[src/rtl/regfile_wr_arbiter.sv]
// Two-requester register-file write arbiter with per-requester holding slots and zero-register drop counting.
// Define REGFILE_WR_RR_EN for round-robin arbitration; otherwise slot 0 has fixed priority.
module regfile_wr_arbiter #(
    parameter int unsigned DATA_W  = 64,
    parameter int unsigned ZR_ADDR = 31
) (
    input  logic              clk,
    input  logic              reset_n,
    input  logic              req0_valid,
    input  logic [4:0]        req0_addr,
    input  logic [DATA_W-1:0] req0_data,
    output logic              req0_ready,
    input  logic              req1_valid,
    input  logic [4:0]        req1_addr,
    input  logic [DATA_W-1:0] req1_data,
    output logic              req1_ready,
    output logic              we3,
    output logic [4:0]        wa3,
    output logic [DATA_W-1:0] wd3,
    output logic              busy,
    output logic [7:0]        zr_drop_cnt
);

    localparam logic [4:0] ZR = 5'(ZR_ADDR);

    logic              full0, full1;
    logic [4:0]        addr0, addr1;
    logic [DATA_W-1:0] data0, data1;
    logic              age0, age1;

`ifdef REGFILE_WR_RR_EN
    typedef enum logic {SLOT0 = 1'b0, SLOT1 = 1'b1} slot_e;
    slot_e rr_ptr;
`endif

    logic gnt0, gnt1;
    logic acc0, acc1;
    logic zr0, zr1;
    logic ld0, ld1;
    logic stay0, stay1;
    logic [1:0] zr_inc;
    logic [8:0] cnt_sum;

    // age bit set means "younger than the other slot's occupant"; with both
    // slots full exactly one of them is set
    always_comb begin
        gnt0 = 1'b0;
        gnt1 = 1'b0;
        if (full0 && full1) begin
            if (addr0 == addr1) begin
                gnt0 = ~age0;
                gnt1 = age0;
            end else begin
`ifdef REGFILE_WR_RR_EN
                gnt0 = (rr_ptr == SLOT0);
                gnt1 = (rr_ptr == SLOT1);
`else
                gnt0 = 1'b1;
`endif
            end
        end else begin
            gnt0 = full0;
            gnt1 = full1;
        end
    end

    assign req0_ready = ~full0 | gnt0;
    assign req1_ready = ~full1 | gnt1;
    assign busy       = full0 | full1;

    assign acc0  = req0_valid & req0_ready;
    assign acc1  = req1_valid & req1_ready;
    assign zr0   = acc0 & (req0_addr == ZR);
    assign zr1   = acc1 & (req1_addr == ZR);
    assign ld0   = acc0 & ~zr0;
    assign ld1   = acc1 & ~zr1;
    assign stay0 = full0 & ~gnt0;
    assign stay1 = full1 & ~gnt1;

    assign zr_inc  = {1'b0, zr0} + {1'b0, zr1};
    assign cnt_sum = {1'b0, zr_drop_cnt} + {7'b0, zr_inc};

    always_ff @(posedge clk or negedge reset_n) begin
        if (!reset_n) begin
            full0       <= 1'b0;
            full1       <= 1'b0;
            addr0       <= '0;
            addr1       <= '0;
            data0       <= '0;
            data1       <= '0;
            age0        <= 1'b0;
            age1        <= 1'b0;
            we3         <= 1'b0;
            wa3         <= '0;
            wd3         <= '0;
            zr_drop_cnt <= '0;
`ifdef REGFILE_WR_RR_EN
            rr_ptr      <= SLOT0;
`endif
        end else begin
            we3 <= gnt0 | gnt1;
            if (gnt0) begin
                wa3 <= addr0;
                wd3 <= data0;
            end else if (gnt1) begin
                wa3 <= addr1;
                wd3 <= data1;
            end

`ifdef REGFILE_WR_RR_EN
            if (gnt0 || gnt1)
                rr_ptr <= gnt0 ? SLOT1 : SLOT0;
`endif

            if (ld0) begin
                full0 <= 1'b1;
                addr0 <= req0_addr;
                data0 <= req0_data;
            end else if (gnt0) begin
                full0 <= 1'b0;
            end

            if (ld1) begin
                full1 <= 1'b1;
                addr1 <= req1_addr;
                data1 <= req1_data;
            end else if (gnt1) begin
                full1 <= 1'b0;
            end

            // a refilled slot is younger than a surviving neighbour; same-cycle loads put slot 0 first
            if (ld0)
                age0 <= stay1;
            else if (ld1)
                age0 <= 1'b0;
            if (ld1)
                age1 <= stay0 | ld0;
            else if (ld0)
                age1 <= 1'b0;

            zr_drop_cnt <= cnt_sum[8] ? 8'hFF : cnt_sum[7:0];
        end
    end

endmodule
[config.mk]
export PLATFORM = sky130hd
export DESIGN_NAME = regfile_wr_arbiter
export DESIGN_NICKNAME = d
export VERILOG_FILES = /design/src/rtl/regfile_wr_arbiter.sv
export SDC_FILE = /design/constraint.sdc
export NUM_CORES = 1
export LEC_CHECK = 0
export CORE_MARGIN = 2
export CORE_UTILIZATION = 29
export CTS_BUF_LIST = sky130_fd_sc_hd__clkbuf_8
export DETAILED_ROUTE_END_ITERATION = 12
export MAX_ROUTING_LAYER = met4
export PLACE_DENSITY = 0.6
export SKIP_CTS_REPAIR_TIMING = 1
export SKIP_LAST_GASP = 1
export SLEW_MARGIN = 20
export SYNTH_ARGS = -nofsm -noshare
export SYNTH_HDL_FRONTEND = slang
export SYNTH_SLANG_ARGS = --single-unit
[constraint.sdc]
create_clock -name clk -period 3.3 [get_ports clk]
set_clock_uncertainty 0.1 [all_clocks]
set_input_delay 0.99 -clock clk [delete_from_list [all_inputs] [get_ports clk]]
set_output_delay 0.99 -clock clk [all_outputs]
set_load 0.03 [all_outputs]
==> results.yml, run 1 <==
critical_path:
  critPathKind: "register to output port"
  crit_arrival_ns: 2.17
  endpoint_kind: "output port"
  reg2reg_depth: 11
  r2r_slack_ns: 0.47
  start_kind: "register"
  critPathMaxFanout: 3
  timing.rr.end: "zr_drop_cnt[4]"
  cp.required_ns: 2.21
  r2r_start: "addr1[4]"
floorplanning:
  coreArea_sq_um: 32500
  start_util_pct: 29.4
  rows: 66
  dieArea_sq_um: 34400
  ios: 223
  die_h_microns: 185
  fp.dieW_microns: 185
routing:
  via_per_inst: 4.85
  dr_total_vias: 6707
  drt-pass1-iter-count: 4
  drt_iter0_markers: 346
  antenna_left: 0
  wl_per_cell_microns: 19.0
  drt_wl_total_microns: 26300
  drc: 0
logic_synthesis:
  ys_ff_latch: 219
  syn_nets: 822
  async_flop_share_pct: 100
  syn_area_per_cell_sq_um: 14.1
  synth_cell_types: 39
  syn_inst: 678
  ys_top_cells_by_count: "dfrtp_1 (219), mux2_2 (95), a211o_1 (64), and2_1 (64), mux2_1 (41)"
  synth.top_cell.area_share_pct: 57.5
  ys_warn_count: 0
  synth_area_sq_um: 9540
  synthTopCellsByArea: "dfrtp_1 (57%), mux2_2 (11%), a211o_1 (5.9%)"
  synth-edff-count: 0
  post-synth-top-count-cell: "dfrtp_1"
  synth_seq_area_share_pct: 57.5
  ys_dominant_reg_cell: "dfrtp_1"
  yosysTopAreaCell: "dfrtp_1"
timing:
  slew_headroom_pct: 33.1
  finalMaxSlewViolations: 0
  rsz0062_at_grt: "true"
  finalHoldViolCount: 0
  post-route-min-period_ns: 3.26
  setup-tns-final_ns: 0
  setup_viol: 0
  fmax_mhz: 307
  fin_crit_sh_pct: 98.8
  tightestPinTransition_ns: 1.00
pwr:
  vdd_drop_max_mv: 0.293
  power_leakage_nw: 5.42
  power_per_cell_area_nw_per_um2: 577
cts:
  cts_inserted_buffers: 40
  cts_htree_levels: 2
  clock-sinks: 219
  insertion_delay_ns: 0.53
  cts_buffer_depth: 3
  tritoncts: "done"
  root_buffer: "clkbuf_8"
  path_clk_slew_ns: 0.06
finish:
  areaGrowthSynthToFinish_pct: 37.1
  final_cells: 1382
  drive_above_1_share_pct: 23.3
  num-fill-cells: 3095
  nets: 1060
status:
  status: "finished, final reports clean"
placed_design:
  dp_hpwl_microns: 16200
  placed_cells: 1316
  routabilityCongestion: 0.716
  port_buffers: 222
global_routing:
  grt_pass1_wl_microns: 41300
  grt_antenna_before_repair: 1
  grt_use_total_pct: 15.8
  grt_start_max_net_pins: 86
  grt-ovfl-total: 0
  grt_pass1_vias: 7234
worst_hold_path:
  hp-class: "input port to asynchronous set/reset pin"
flow_run:
  drv_cap: 0
registers in the layout, indices dropped and copies added (netlist names):
signal / cells
we3: 1
addr1: 5
data0: 64
full1: 1
addr0: 5
data1: 64
zr_drop_cnt: 8
wa3: 5
age0: 1
full0: 1
wd3: 64
cell type report:
type / count / area [sq um] / area share, %
antenna: 1 / 2.50 / 0.0191
clock buffer: 50 / 688 / 5.26
clock inverter: 15 / 62.6 / 0.478
inverter: 8 / 30.0 / 0.230
multi-input combinational: 398 / 3720 / 28.4
sequential: 219 / 5490 / 41.9
tap: 442 / 553 / 4.23
timing repair buffer: 249 / 2540 / 19.4
cells in the final DEF, fill, tap and decap left out, types with 18 or more instances in the layout:
| cell type | count |
|---|---|
| o221a_2 | 29 |
| mux2_1 | 41 |
| mux2_2 | 95 |
| o221a_1 | 38 |
| clkbuf_8 | 50 |
| and2_1 | 64 |
| clkdlybuf4s50_1 | 219 |
| buf_4 | 18 |
| a211o_1 | 64 |
| dfrtp_1 | 217 |
stage by stage:
stage | instance area [sq um] | power [mW] | utilization (%) | worst slack, ns | hold WS, ns
after floorplan | 9540 | 4.35 | - | 0.383 | 0.365
after global placement | 12300 | 5.12 | 37.9 | -0.137 | 0.381
after detailed placement | 12300 | 5.16 | 37.9 | -0.203 | 0.387
after CTS | 13100 | 7.69 | 40.3 | -0.367 | 0.366
after global routing | 13100 | 7.96 | 40.3 | -0.0920 | 0.404
final | 13100 | 7.55 | 40.3 | 0.0400 | 0.366
logic make-up after synthesis:
| logic type | share of synthesized area [%] |
|---|---|
| buf+inv | 3.70 |
| mux | 16.3 |
| fa+ha+maj | 0.341 |
| compound gates | 15.1 |
| flops | 57.5 |
| xor+xnor | 0.643 |
| simple gates | 6.47 |
report_power, final:
part	switching, mW	total (mW)	internal, mW
combinational	0.844	1.75	0.911
sequential	0.254	3.34	3.09
clock	1.11	2.46	1.35
worst max-delay path: stages (launching register included):
cell            delay [ns]
dfrtp_1               0.41
xnor2_1               0.23
nand3_2               0.11
or4b_1                0.61
dlymetal6s2s_1        0.29
layer usage:
layer  wire length, microns  track usage (%)  up-vias
met5                      0                -        -
met4                    609             4.98        0
met3                   1520             3.36       52
met2                  12400             25.2      189
met1                  11700             20.1     3432
li1                       -                -     3034
worst max path at each step:
stage,startpoint,endpoint,slack (ns),depth (start not counted)
after floorplan,addr0[3],zr_drop_cnt[3],0.38,11
after global placement,req0_addr[2],zr_drop_cnt[4],-0.14,9
after detailed placement,req0_addr[2],zr_drop_cnt[4],-0.20,9
after CTS,addr1[1],req0_ready,-0.37,4
after global routing,addr0[4],req0_ready,-0.09,4
final,addr1[4],req0_ready,0.04,4
(Power assumes the default switching activity.)
==> run 2: changes to the inputs <==
- CAP_MARGIN: default -> 20
- SLEW_MARGIN: 20 -> default
==> results of run 2 <==
The final DEF is identical to that of run 1; final timing and power are the same.
==> run 3: changes to the inputs <==
--- a/config.mk
+++ b/config.mk
@@ -7,2 +7,3 @@
 export LEC_CHECK = 0
+export ABC_AREA = 1
 export CAP_MARGIN = 20
--- a/constraint.sdc
+++ b/constraint.sdc
@@ -4,2 +4,2 @@
 set_output_delay 0.99 -clock clk [all_outputs]
-set_load 0.03 [all_outputs]
+set_load 0.01 [all_outputs]
==> run 3 against run 2 <==
Worst setup slack better by 0.16 ns. Clock power up 11%. Critical path depth up 11. Area after synthesis up 1.5%. Count of clock-buffer cells in the layout up 5. Via count up 24%. Hold slack worse by 0.044 ns. Largest cell class unchanged.
==> results.yml, run 3 <==
status:
  status: "finished, final reports clean"
floorplanning:
  ios: 223
  die_h_microns: 187
  coreArea_sq_um: 32700
  rows: 66
  fp.dieW_microns: 187
  dieArea_sq_um: 34800
  start_util_pct: 29.6
logic_synthesis:
  synth.top_cell.area_share_pct: 56.6
  ys_top_cells_by_count: "nand2_1 (381), inv_1 (221), dfrtp_1 (219)"
  post-synth-top-count-cell: "nand2_1"
  ys_warn_count: 0
  synth_seq_area_share_pct: 56.6
  syn_inst: 1201
  ys_dominant_reg_cell: "dfrtp_1"
  async_flop_share_pct: 100
  syn_area_per_cell_sq_um: 8.06
  ys_ff_latch: 219
  yosysTopAreaCell: "dfrtp_1"
  synthTopCellsByArea: "dfrtp_1 (57%), nand2_1 (15%), inv_1 (8.6%)"
  syn_nets: 1345
  synth_cell_types: 26
  synth_area_sq_um: 9680
  synth-edff-count: 0
critical_path:
  cp.required_ns: 3.68
  critPathKind: "input port to register"
  crit_arrival_ns: 3.48
  start_kind: "input port"
  endpoint_kind: "register"
  critPathMaxFanout: 6
  cp_common_cell: "inv_1"
  critPathMaxStageDelay_ns: 0.46
  crit_chain: "clkdlybuf4s50_1, inv_1, nor3_1, nand3_1, buf_4, nand3b_1, fa_1, inv_1, ha_1, nand2_1, nor2_1, inv_1, nor2_2, nand4_1, o21ai_1"
  slowest_stage: "clkdlybuf4s50_1"
  crit_buf_inv: 5
  crit_family: "simple AND/OR/NAND/NOR gates"
pwr:
  vdd_drop_max_mv: 0.232
  power_leakage_nw: 6.80
  power_per_cell_area_nw_per_um2: 571
  power_mw: 7.62
worst_hold_path:
  hp-class: "input port to asynchronous set/reset pin"
timing:
  setup_viol: 0
  tightestPinTransition_ns: 0.968
  holdWs_ns: 0.322
  slew_headroom_pct: 35.5
  fin_crit_sh_pct: 94.0
  rsz0062_at_grt: "false"
  fmax_mhz: 322
  setup_ws_ns: 0.199
  finalMaxSlewViolations: 0
  post-route-min-period_ns: 3.10
  finalHoldViolCount: 0
routing:
  drt_iter0_markers: 528
  antenna_left: 0
  drc: 0
  via_per_inst: 4.38
  drt_wl_total_microns: 28700
  drt-pass1-iter-count: 6
  wl_per_cell_microns: 15.1
  dr_total_vias: 8332
global_routing:
  grt-ovfl-total: 0
  grt_use_total_pct: 17.2
  grt_pass1_wl_microns: 47000
  grt_pass1_vias: 8706
  grt_start_max_net_pins: 81
  grt_antenna_before_repair: 2
finish:
  mostFrequentLayoutCells: "nand2_1 (380), inv_1 (235), clkdlybuf4s50_1 (219), dfrtp_1 (218), nand3_1 (142)"
  layout_commonest_cell: "nand2_1"
  drive_above_1_share_pct: 6.92
  reg_top3: "data0 (64), data1 (64), wd3 (64)"
  final_cells: 1903
  areaGrowthSynthToFinish_pct: 37.8
  nets: 1571
  num-fill-cells: 3371
cts:
  insertion_delay_ns: 0.56
  path_clk_slew_ns: 0.06
  cts_inserted_buffers: 43
  clock-sinks: 219
  root_buffer: "clkbuf_8"
  cts_buffer_depth: 3
  cts_htree_levels: 2
  tritoncts: "done"
placed_design:
  placed_cells: 1824
  port_buffers: 222
  routabilityCongestion: 0.771
  preCtsSetupSlack_ns: -0.434
  dp_hpwl_microns: 18200
flow_run:
  drv_cap: 0
## run 3: cell types whose count changed after synthesis, sizes merged, moves of 5 or more
| cell | delta |
|---|---|
| xnor2 | -6 |
| clkbuf | +9 |
| inv | +217 |
| o21ai | +136 |
| nand3 | +140 |
| and2 | -64 |
| nand2 | +366 |
| nor2 | +9 |
| o221a | -67 |
| a211o | -64 |
| or3 | -5 |
| mux2 | -136 |
## run 3: metal layers
metal,part of all wire [%],GRT usage (%),vias to the layer above
li1,-,-,4133
met1,45,21.5,3919
met2,46,26.6,217
met3,5.7,4.02,63
met4,3.7,7.72,0
met5,0,-,-
## run 3: cells by family (layout without fill, tap and decap cells)
logic type	Yosys count	in the layout	share of synthesized area (%)
buf+inv	290	548	12.0
fa+ha+maj	2	2	0.336
simple gates	545	545	23.5
other cells	0	2	0
flops	219	219	56.6
compound gates	145	145	7.55
## run 3: worst register-to-register path, stage by stage (launching register included)
cell	delay, ns
dfrtp_1	0.40
inv_1	0.07
nand2_1	0.08
nand2_1	0.05
nor2_1	0.21
nand3_4	0.14
nand2_2	0.14
nand3b_1	0.14
fa_1	0.38
inv_1	0.08
ha_1	0.17
nand2_1	0.08
nor2_1	0.09
inv_1	0.06
nor2_2	0.11
nand4_1	0.23
o21ai_1	0.16
## run 3: worst paths after layout
| path | from | endpoint | slack [ns] | depth (start not counted) |
|---|---|---|---|---|
| setup / recovery | req1_addr[2] | zr_drop_cnt[5] | 0.20 | 15 |
| hold / removal | reset_n | data0[41] | 0.32 | 1 |
| setup reg to reg | addr1[3] | zr_drop_cnt[5] | 0.55 | 16 |
| hold reg to reg | wd3[8] | wd3[8] | 0.38 | 2 |
| max in group asynchronous | reset_n | wd3[53] | 2.05 | 2 |
| min in group clk | wd3[8] | wd3[8] | 0.38 | 2 |
## run 3: per-stage QoR
| step | utilization, % | TNS, ns | cell area, sq um |
|---|---|---|---|
| after floorplan | - | 0 | 9680 |
| after global placement | 38.1 | -2.79 | 12500 |
| after detailed placement | 38.1 | -3.11 | 12500 |
| after CTS | 40.7 | -0.0924 | 13300 |
| after global routing | 40.8 | 0 | 13300 |
| final | 40.8 | 0 | 13300 |
## run 3: cell type report
type	instances	area (sq um)	area share (%)
Clock inverter	22	104	0.779
Tap cell	442	553	4.15
Clock buffer	55	757	5.68
Timing Repair Buffer	246	2520	18.9
Antenna cell	2	5.00	0.0375
Sequential cell	219	5480	41.1
Multi-Input combinational cell	692	3060	22.9
Inverter	225	847	6.35
## run 3: power by group
part	switching (mW)	leakage, nW	internal, mW
combinational	0.819	3.65	0.770
sequential	0.224	2.66	3.09
clock	1.22	0.491	1.50
